$ cat src/rtl/sequencer_mc.sv
// Multi-channel FPC command sequencer: decodes an inline command stream from a
// first-word-fall-through FIFO and routes payload bursts to addressed channels.
module sequencer_mc #(
    parameter int DW  = 64,
    parameter int NCH = 16,
    parameter int AW  = 8,
    parameter int CW  = 32
) (
    input  logic           clk_i,
    input  logic           rst_ni,
    output logic           fpc_read_o,
    input  logic           fpc_valid_i,
    input  logic [DW-1:0]  fpc_data_i,
    output logic [DW-1:0]  data_o,
    output logic           c_valid_o,
    output logic [AW-1:0]  d_addr_o,
    output logic           d_valid_o,
    input  logic [NCH-1:0] d_ready_i,
    input  logic [NCH-1:0] flag_i,
    input  logic           err_clear_i,
    output logic           busy_o,
    output logic [2:0]     error_o
);

    localparam logic [1:0] S_CMD       = 2'd0;
    localparam logic [1:0] S_WAIT_CYC  = 2'd1;
    localparam logic [1:0] S_WRITE     = 2'd2;
    localparam logic [1:0] S_WAIT_FLAG = 2'd3;
    localparam int IW = (NCH > 1) ? $clog2(NCH) : 1;

    logic [1:0]    state_q, state_d;
    logic [CW-1:0] count_q, count_d;
    logic [AW-1:0] ch_q, ch_d;
    logic          drop_q, drop_d;
    logic [DW-1:0] data_q, data_d;
    logic          c_valid_q, c_valid_d;
    logic          d_valid_q, d_valid_d;
    logic [AW-1:0] d_addr_q, d_addr_d;
    logic [2:0]    error_q, error_d;
    logic          busy_q, busy_d;

    logic [3:0]    op;
    logic [AW-1:0] ch_in;
    logic [CW-1:0] n_in;
    logic          ch_in_bad;
    logic [IW-1:0] ch_idx;
    logic          ready_sel;
    logic          flag_sel;
    logic          decode_en;
    logic [2:0]    err_set;

    assign op        = fpc_data_i[DW-1:DW-4];
    assign ch_in     = fpc_data_i[DW-5:DW-4-AW];
    assign n_in      = fpc_data_i[CW-1:0];
    assign ch_in_bad = (32'(ch_in) >= 32'(NCH));
    assign ch_idx    = ch_q[IW-1:0];
    assign ready_sel = d_ready_i[ch_idx];
    assign flag_sel  = flag_i[ch_idx];

    // Pop is purely combinational so a FWFT head word is consumed in the cycle it is accepted.
    always_comb begin
        fpc_read_o = 1'b0;
        if (rst_ni) begin
            case (state_q)
                S_CMD:       fpc_read_o = fpc_valid_i;
                S_WRITE:     fpc_read_o = fpc_valid_i && (drop_q || ready_sel);
                S_WAIT_FLAG: fpc_read_o = fpc_valid_i && flag_sel;
                default:     fpc_read_o = 1'b0;
            endcase
        end
    end

    always_comb begin
        state_d   = state_q;
        count_d   = count_q;
        ch_d      = ch_q;
        drop_d    = drop_q;
        data_d    = data_q;
        c_valid_d = 1'b0;
        d_valid_d = 1'b0;
        d_addr_d  = d_addr_q;
        err_set   = 3'b000;
        decode_en = 1'b0;

        if (fpc_read_o) data_d = fpc_data_i;

        case (state_q)
            S_CMD: decode_en = fpc_read_o;
            S_WAIT_CYC: begin
                if (count_q != '0) count_d = count_q - CW'(1);
                if (count_q <= CW'(1)) state_d = S_CMD;
            end
            S_WRITE: begin
                if (fpc_read_o) begin
                    d_valid_d = !drop_q;
                    if (!drop_q) d_addr_d = ch_q;
                    if (count_q != '0) count_d = count_q - CW'(1);
                    if (count_q <= CW'(1)) state_d = S_CMD;
                end
            end
            default: begin
                // A flag hit behaves like CMD: the next command is taken in the same cycle.
                if (flag_sel) begin
                    state_d   = S_CMD;
                    decode_en = fpc_read_o;
                end else if (count_q != '0) begin
                    count_d = count_q - CW'(1);
                    if (count_q == CW'(1)) begin
                        state_d    = S_CMD;
                        err_set[2] = 1'b1;
                    end
                end
            end
        endcase

        if (decode_en) begin
            state_d = S_CMD;
            case (op)
                4'd0: c_valid_d = 1'b1;
                4'd1: begin
                    if (n_in != '0) begin
                        state_d = S_WAIT_CYC;
                        count_d = n_in;
                    end
                end
                4'd2: begin
                    err_set[1] = ch_in_bad;
                    if (n_in != '0) begin
                        state_d = S_WRITE;
                        count_d = n_in;
                        ch_d    = ch_in;
                        drop_d  = ch_in_bad;
                    end
                end
                4'd3: begin
                    if (ch_in_bad) begin
                        err_set[1] = 1'b1;
                    end else begin
                        state_d = S_WAIT_FLAG;
                        count_d = n_in;
                        ch_d    = ch_in;
                    end
                end
                default: err_set[0] = 1'b1;
            endcase
        end

        error_d = (err_clear_i ? 3'b000 : error_q) | err_set;
        busy_d  = (state_d != S_CMD);
    end

    always_ff @(posedge clk_i or negedge rst_ni) begin
        if (!rst_ni) begin
            state_q   <= S_CMD;
            count_q   <= '0;
            ch_q      <= '0;
            drop_q    <= 1'b0;
            data_q    <= '0;
            c_valid_q <= 1'b0;
            d_valid_q <= 1'b0;
            d_addr_q  <= '0;
            error_q   <= 3'b000;
            busy_q    <= 1'b0;
        end else begin
            state_q   <= state_d;
            count_q   <= count_d;
            ch_q      <= ch_d;
            drop_q    <= drop_d;
            data_q    <= data_d;
            c_valid_q <= c_valid_d;
            d_valid_q <= d_valid_d;
            d_addr_q  <= d_addr_d;
            error_q   <= error_d;
            busy_q    <= busy_d;
        end
    end

    assign data_o    = data_q;
    assign c_valid_o = c_valid_q;
    assign d_valid_o = d_valid_q;
    assign d_addr_o  = d_addr_q;
    assign error_o   = error_q;
    assign busy_o    = busy_q;

endmodule

$ cat config.mk
export PLATFORM = sky130hd
export DESIGN_NAME = sequencer_mc
export DESIGN_NICKNAME = d
export VERILOG_FILES = /design/src/rtl/sequencer_mc.sv
export SDC_FILE = /design/constraint.sdc
export NUM_CORES = 1
export LEC_CHECK = 0
export CORE_MARGIN = 3
export CORE_UTILIZATION = 35
export CTS_CLUSTER_SIZE = 10
export DETAILED_ROUTE_END_ITERATION = 8
export MAX_ROUTING_LAYER = met4
export PLACE_DENSITY_LB_ADDON = 0.1
export SETUP_SLACK_MARGIN = 0.02
export SKIP_LAST_GASP = 1
export SLEW_MARGIN = 20
export SYNTH_ARGS = -nofsm -noshare
export SYNTH_HDL_FRONTEND = slang
export SYNTH_SLANG_ARGS = --single-unit
export TNS_END_PERCENT = 50
$ cat constraint.sdc
create_clock -name clk_i -period 3.2 [get_ports clk_i]
set_input_delay 0.64 -clock clk_i [delete_from_list [all_inputs] [get_ports clk_i]]
set_output_delay 0.64 -clock clk_i [all_outputs]
set_load 0.1 [all_outputs]
==> results.py, run 1 <==
metrics = {
    "finish": {
        "seqCellArea_um2": 3030,
        "drive_gt1_share_pct": 31.4,
        "multi_input_area_um2": 3570,
        "final_nets": 1071,
        "final_cell_area_um2": 10000,
        "num-fill-cells": 1786,
        "syn_to_final_growth_pct": 46.8,
        "num_antenna_cells": 0,
        "finalNonFillerCells": 1241,
    },
    "clock_tree": {
        "htreeDepth": 4,
        "clk_pin_slew_ns": 0.06,
        "cts.sinks": 121,
        "clock_latency_ns": 0.43,
        "cts_inserted_buffers": 17,
        "cts_tree": "built",
        "clk_path_buf_depth": 2,
        "cts_hold_buf": 0,
        "clock_tree.root_cell": "clkbuf_16",
    },
    "sta": {
        "skew_ns": 0.0199,
        "slew_headroom_pct": 45.7,
        "timing.final.crit_share_pct": 97.9,
        "drv_slew": 0,
        "setup_viol": 0,
        "finalCriticalPeriod_ns": 3.13,
        "grt_setup_unrepaired": "true",
        "fin_ws_ns": 0.0679,
        "fmax_mhz": 319,
        "worst_pin_slew_ns": 0.815,
        "hold_violations": 0,
    },
    "place": {
        "placedCellCount": 1207,
        "hpwlAfterDp_um": 18000,
        "gp_congestion": 0.929,
        "placed_area_um2": 9460,
        "preCtsSetupSlack_ns": -0.411,
        "portBuffers": 178,
    },
    "yosys": {
        "synthTopCellsByCount": "121 x dfrtp_1, 120 x nand2_1, 48 x mux2_2",
        "yosysWarningCount": 0,
        "yosys.cell_count.top_type": "dfrtp_1",
        "async_flop_share_pct": 100,
        "syn-cell-area_um2": 6840,
        "yosysTopAreaCell": "dfrtp_1",
        "ys_ff_latch": 121,
        "syn_inst": 700,
        "postSynthAreaPerCell_um2": 9.76,
        "syn_nets": 803,
        "ys_seq_area_share_pct": 44.3,
        "netlist_top_cells_area": "dfrtp_1 44%, mux2_2 7.9%, nand2_1 6.6%",
        "synth-edff-count": 0,
        "synth_top_area_share_pct": 44.3,
        "synth_cell_types": 75,
        "synth_ff_type": "dfrtp_1",
    },
    "drt": {
        "drtIter0Drc": 407,
        "via_per_inst": 5.35,
        "drc": 0,
        "wl_per_cell_um": 19.4,
        "firstDrtPassIters": 4,
        "finalWirelength_um": 24100,
        "route.vias.total": 6644,
        "ant_nets": 0,
    },
    "global_route": {
        "grt_remaining_overflow": 0,
        "grt_pass1_wl_um": 38800,
        "grt_pass1_vias": 6831,
        "track_usage_pct": 23.6,
        "grt_max_degree": 62,
        "antenna_found_initial": 0,
    },
    "critical_path": {
        "crit_required_ns": 2.56,
        "critical_path_class": "in2out",
        "end_kind": "output pin",
        "arrival_ns": 2.49,
        "r2r_setup_slack_ns": 0.29,
        "crit_fanout": 2,
        "reg2regPathDepth": 11,
        "cp-endpoint": "fpc_read_o",
        "startpoint": "d_ready_i[3]",
        "reg2reg_to": "count_q[21]",
        "worstSetupStartpointType": "input port",
        "r2r-start": "ch_q[1]",
    },
    "power": {
        "ir_worst_vdd_mv": 0.843,
        "power.density_nw_per_um2": 1190,
        "leakagePower_nw": 4.36,
    },
    "floorplanning": {
        "num_rows": 50,
        "start_util_pct": 36.1,
        "chipHeight_um": 146,
        "die_w_um": 146,
        "dieArea_um2": 21200,
        "pin_count": 179,
        "core_area_um2": 19000,
    },
    "job": {
        "drv_cap": 0,
    },
    "run_status": {
        "status": "completed",
    },
    "worst_hold_path": {
        "min_path_type": "in2async",
    },
}
[metrics by stage]
stage                     util (%)  hold WS, ns  TNS [ns]  total power, mW
after floorplan                  -        0.344         0             8.03
after global placement        49.9        0.460     -9.66             10.0
after detailed placement      49.9        0.463     -9.61             10.1
after CTS                     52.9        0.300         0             12.0
after global routing          52.9        0.314   -0.0557             12.5
final                         52.9        0.277         0             11.9
[power breakdown]
part           switching (mW)  internal [mW]  leakage, nW
Sequential              0.599           2.21         1.50
Clock                   0.780           1.01        0.256
Combinational            5.19           2.13         2.61
[routing by layer]
metal  GRT usage (%)  vias up  wire length [um]
li1                -     3126                 -
met1            31.5     3289             11100
met2            37.4      207             11500
met3            4.20       22              1180
met4            5.84        0               258
met5               -        -                 0
[placed cells by master, fill, tap and decap left out, types with 9 or more instances in the layout]
master / netlist / routed
nor2_1: 35 / 35
inv_1: 11 / 11
xnor2_1: 10 / 10
buf_4: 1 / 187
mux2_2: 48 / 48
o31ai_1: 10 / 10
nor4_1: 19 / 18
mux2i_1: 14 / 14
nand3_1: 19 / 19
a21oi_1: 19 / 19
nand2_1: 120 / 119
clkdlybuf4s50_1: 0 / 98
nor3_1: 20 / 20
a31oi_1: 11 / 11
o21ai_0: 35 / 35
clkbuf_16: 0 / 17
a22o_1: 9 / 9
nand4_1: 9 / 9
dfrtp_1: 121 / 120
[state kept, by name, summed over array words and instances, names as in the netlist]
| name | count |
|---|---|
| count_q | 32 |
| d_addr_o | 8 |
| drop_q | 1 |
| ch_q | 8 |
| d_valid_o | 1 |
| data_o | 64 |
| state_q | 2 |
| error_o | 3 |
| busy_o | 1 |
| c_valid_o | 1 |
[worst min-delay path by stage]
stage                     slack (ns)           to        from  cells past startpoint
after floorplan                 0.34       busy_o      rst_ni                      0
after global placement          0.46   data_o[53]  data_o[53]                      2
after detailed placement        0.46   data_o[47]  data_o[47]                      2
after global routing            0.31      ch_q[0]      rst_ni                      2
after CTS                       0.30      ch_q[0]      rst_ni                      2
final                           0.28  d_addr_o[2]      rst_ni                      2
[final cells by class]
type / instances / area share (%)
clock inverter: 14 / 1.16
timing repair buffer: 291 / 25.0
clock buffer: 18 / 4.28
tap: 260 / 3.24
multi-input combinational: 523 / 35.6
inverter: 14 / 0.524
sequential: 121 / 30.2
[critical path, stage by stage]
cell	delay, ns
clkdlybuf4s50_1	0.46
mux2i_1	0.07
mux4_2	0.52
and2_4	0.18
nor3_4	0.23
nand3_4	0.12
inv_2	0.10
buf_12	0.17
[repair_timing]
item                       4_1_cts  5_1_grt
hold endpoints to repair         0        0
setup endpoints to repair        1       13
resized for setup                2        2
buffers inserted                 2        0
pin swaps                        3        0
[cells by family (layout without fill, tap and decap cells)]
family          after synthesis  count (layout)  share of synthesized area [%]
compound gates              157             157                           16.7
xor+xnor                     14              14                           1.79
fa+ha+maj                     3               3                          0.549
buf+inv                      56             337                           3.64
flops                       121             121                           44.3
mux                          73              73                           12.7
simple gates                276             276                           20.3
Power figures use the tool's default switching activity.
==> run 2, diff against run 1 <==
--- a/config.mk
+++ b/config.mk
@@ -9,7 +9,6 @@
 export CORE_UTILIZATION = 35
 export CTS_CLUSTER_SIZE = 10
 export DETAILED_ROUTE_END_ITERATION = 8
-export MAX_ROUTING_LAYER = met4
 export PLACE_DENSITY_LB_ADDON = 0.1
 export SETUP_SLACK_MARGIN = 0.02
 export SKIP_LAST_GASP = 1
==> results.py, run 2 (synthesis gave the netlist of run 1 again) <==
metrics = {
    "clock_tree": {
        "htreeDepth": 4,
        "clk_pin_slew_ns": 0.06,
        "cts.sinks": 121,
        "clock_latency_ns": 0.42,
        "cts_tree": "built",
        "clk_path_buf_depth": 2,
        "cts_inserted_buffers": 17,
        "clock_tree.root_cell": "clkbuf_16",
    },
    "sta": {
        "finalCriticalPeriod_ns": 3.20,
        "slew_headroom_pct": 46.5,
        "grt_setup_unrepaired": "true",
        "skew_ns": 0.00836,
        "fin_ws_ns": -0.00101,
        "setup_viol": 1,
        "hold_violations": 0,
        "worst_pin_slew_ns": 0.802,
        "drv_slew": 0,
        "fmax_mhz": 312,
        "timing.final.crit_share_pct": 100,
        "setup_tns_ns": -0.00101,
        "hold_ws_ns": 0.293,
    },
    "critical_path": {
        "worstSetupStartpointType": "input port",
        "startpoint": "d_ready_i[3]",
        "reg2regPathDepth": 10,
        "crit_required_ns": 2.56,
        "r2r_setup_slack_ns": 0.34,
        "reg2reg_to": "count_q[16]",
        "r2r-start": "ch_q[1]",
        "crit_fanout": 4,
        "critical_path_class": "in2out",
        "end_kind": "output pin",
        "arrival_ns": 2.56,
    },
    "power": {
        "ir_worst_vdd_mv": 0.810,
        "power.density_nw_per_um2": 1200,
        "leakagePower_nw": 4.35,
    },
    "finish": {
        "drive_gt1_share_pct": 31.2,
        "largest_reg_flops": 64,
        "multi_input_area_um2": 3570,
        "utilization_pct": 52.9,
        "syn_to_final_growth_pct": 46.6,
        "num_antenna_cells": 0,
        "final_common_cell": "buf_4",
        "final_nets": 1068,
        "most-common-layout-cells": "185 x buf_4, 120 x dfrtp_1, 119 x nand2_1, 98 x clkdlybuf4s50_1, 48 x mux2_2",
        "seqCellArea_um2": 3030,
        "num-fill-cells": 1770,
    },
    "global_route": {
        "grt_remaining_overflow": 0,
        "grt_pass1_wl_um": 38100,
        "antenna_found_initial": 0,
        "grt_max_degree": 61,
        "track_usage_pct": 22.5,
        "grt_pass1_vias": 6686,
    },
    "drt": {
        "route.vias.total": 6626,
        "drc": 0,
        "via_per_inst": 5.35,
        "drtIter0Drc": 542,
        "firstDrtPassIters": 6,
        "ant_nets": 0,
        "finalWirelength_um": 24000,
        "wl_per_cell_um": 19.4,
    },
    "floorplanning": {
        "die_w_um": 146,
        "core_area_um2": 19000,
        "num_rows": 50,
        "start_util_pct": 36.1,
        "dieArea_um2": 21200,
        "pin_count": 179,
        "chipHeight_um": 146,
    },
    "job": {
        "drv_cap": 0,
    },
    "run_status": {
        "violations": "negative setup slack",
        "status": "finished, violations left",
    },
    "place": {
        "portBuffers": 178,
        "hpwlAfterDp_um": 17900,
        "preCtsSetupSlack_ns": -0.423,
        "gp_congestion": 0.890,
    },
    "worst_hold_path": {
        "min_path_type": "in2async",
    },
}
==> run 2: final cells by class <==
type / count / area share (%)
multi-input combinational: 523 / 35.7
sequential: 121 / 30.2
timing repair buffer: 288 / 24.6
clock buffer: 18 / 4.28
tap: 260 / 3.25
clock inverter: 14 / 1.40
inverter: 14 / 0.524
==> run 2: how the worst max path moves through the flow <==
| stage | depth (start not counted) | slack (ns) | to |
|---|---|---|---|
| global placement | 9 | -0.40 | count_q[7] |
| CTS | 8 | -0.01 | fpc_read_o |
| global route | 8 | -0.07 | fpc_read_o |
| floorplan | 7 | 0.20 | fpc_read_o |
| finish | 8 | -0.001 | fpc_read_o |
| detailed placement | 9 | -0.42 | count_q[7] |
==> run 2: metal layers <==
metal	GRT usage, %	vias up	routed length (um)
met5	0	-	0
met1	30.4	3207	10500
met2	36.9	268	11500
met4	5.84	0	327
met3	4.98	28	1660
li1	-	3123	-
==> run 2: repair_timing <==
item                                    CTS  global route
setup buffers                             1             0
endpoints found under the setup margin    4             7
pin swaps                                 1             0
hold buffers                              0             0
resized for setup                         2             2
==> run 2: power breakdown <==
| part | internal, mW | switching, mW | total, mW |
|---|---|---|---|
| Sequential | 2.21 | 0.604 | 2.81 |
| Clock | 1.09 | 0.774 | 1.86 |
| Combinational | 2.13 | 5.18 | 7.30 |
==> run 2: through the flow <==
step	area, um2	power [mW]	instances
after floorplan	6840	8.03	700
after global placement	9430	10.0	1205
after detailed placement	9430	10.1	1205
after CTS	10000	12.0	1238
after global routing	10000	12.5	1238
final	10000	12.0	1238
==> run 2: worst max-delay path, cell delays in order <==
cell and delay, ns:
clkdlybuf4s50_1 0.46, mux2i_1 0.09, mux4_2 0.53, and2_4 0.18, nor3_4 0.23, nand3_4 0.14
inv_2 0.12, buf_12 0.18
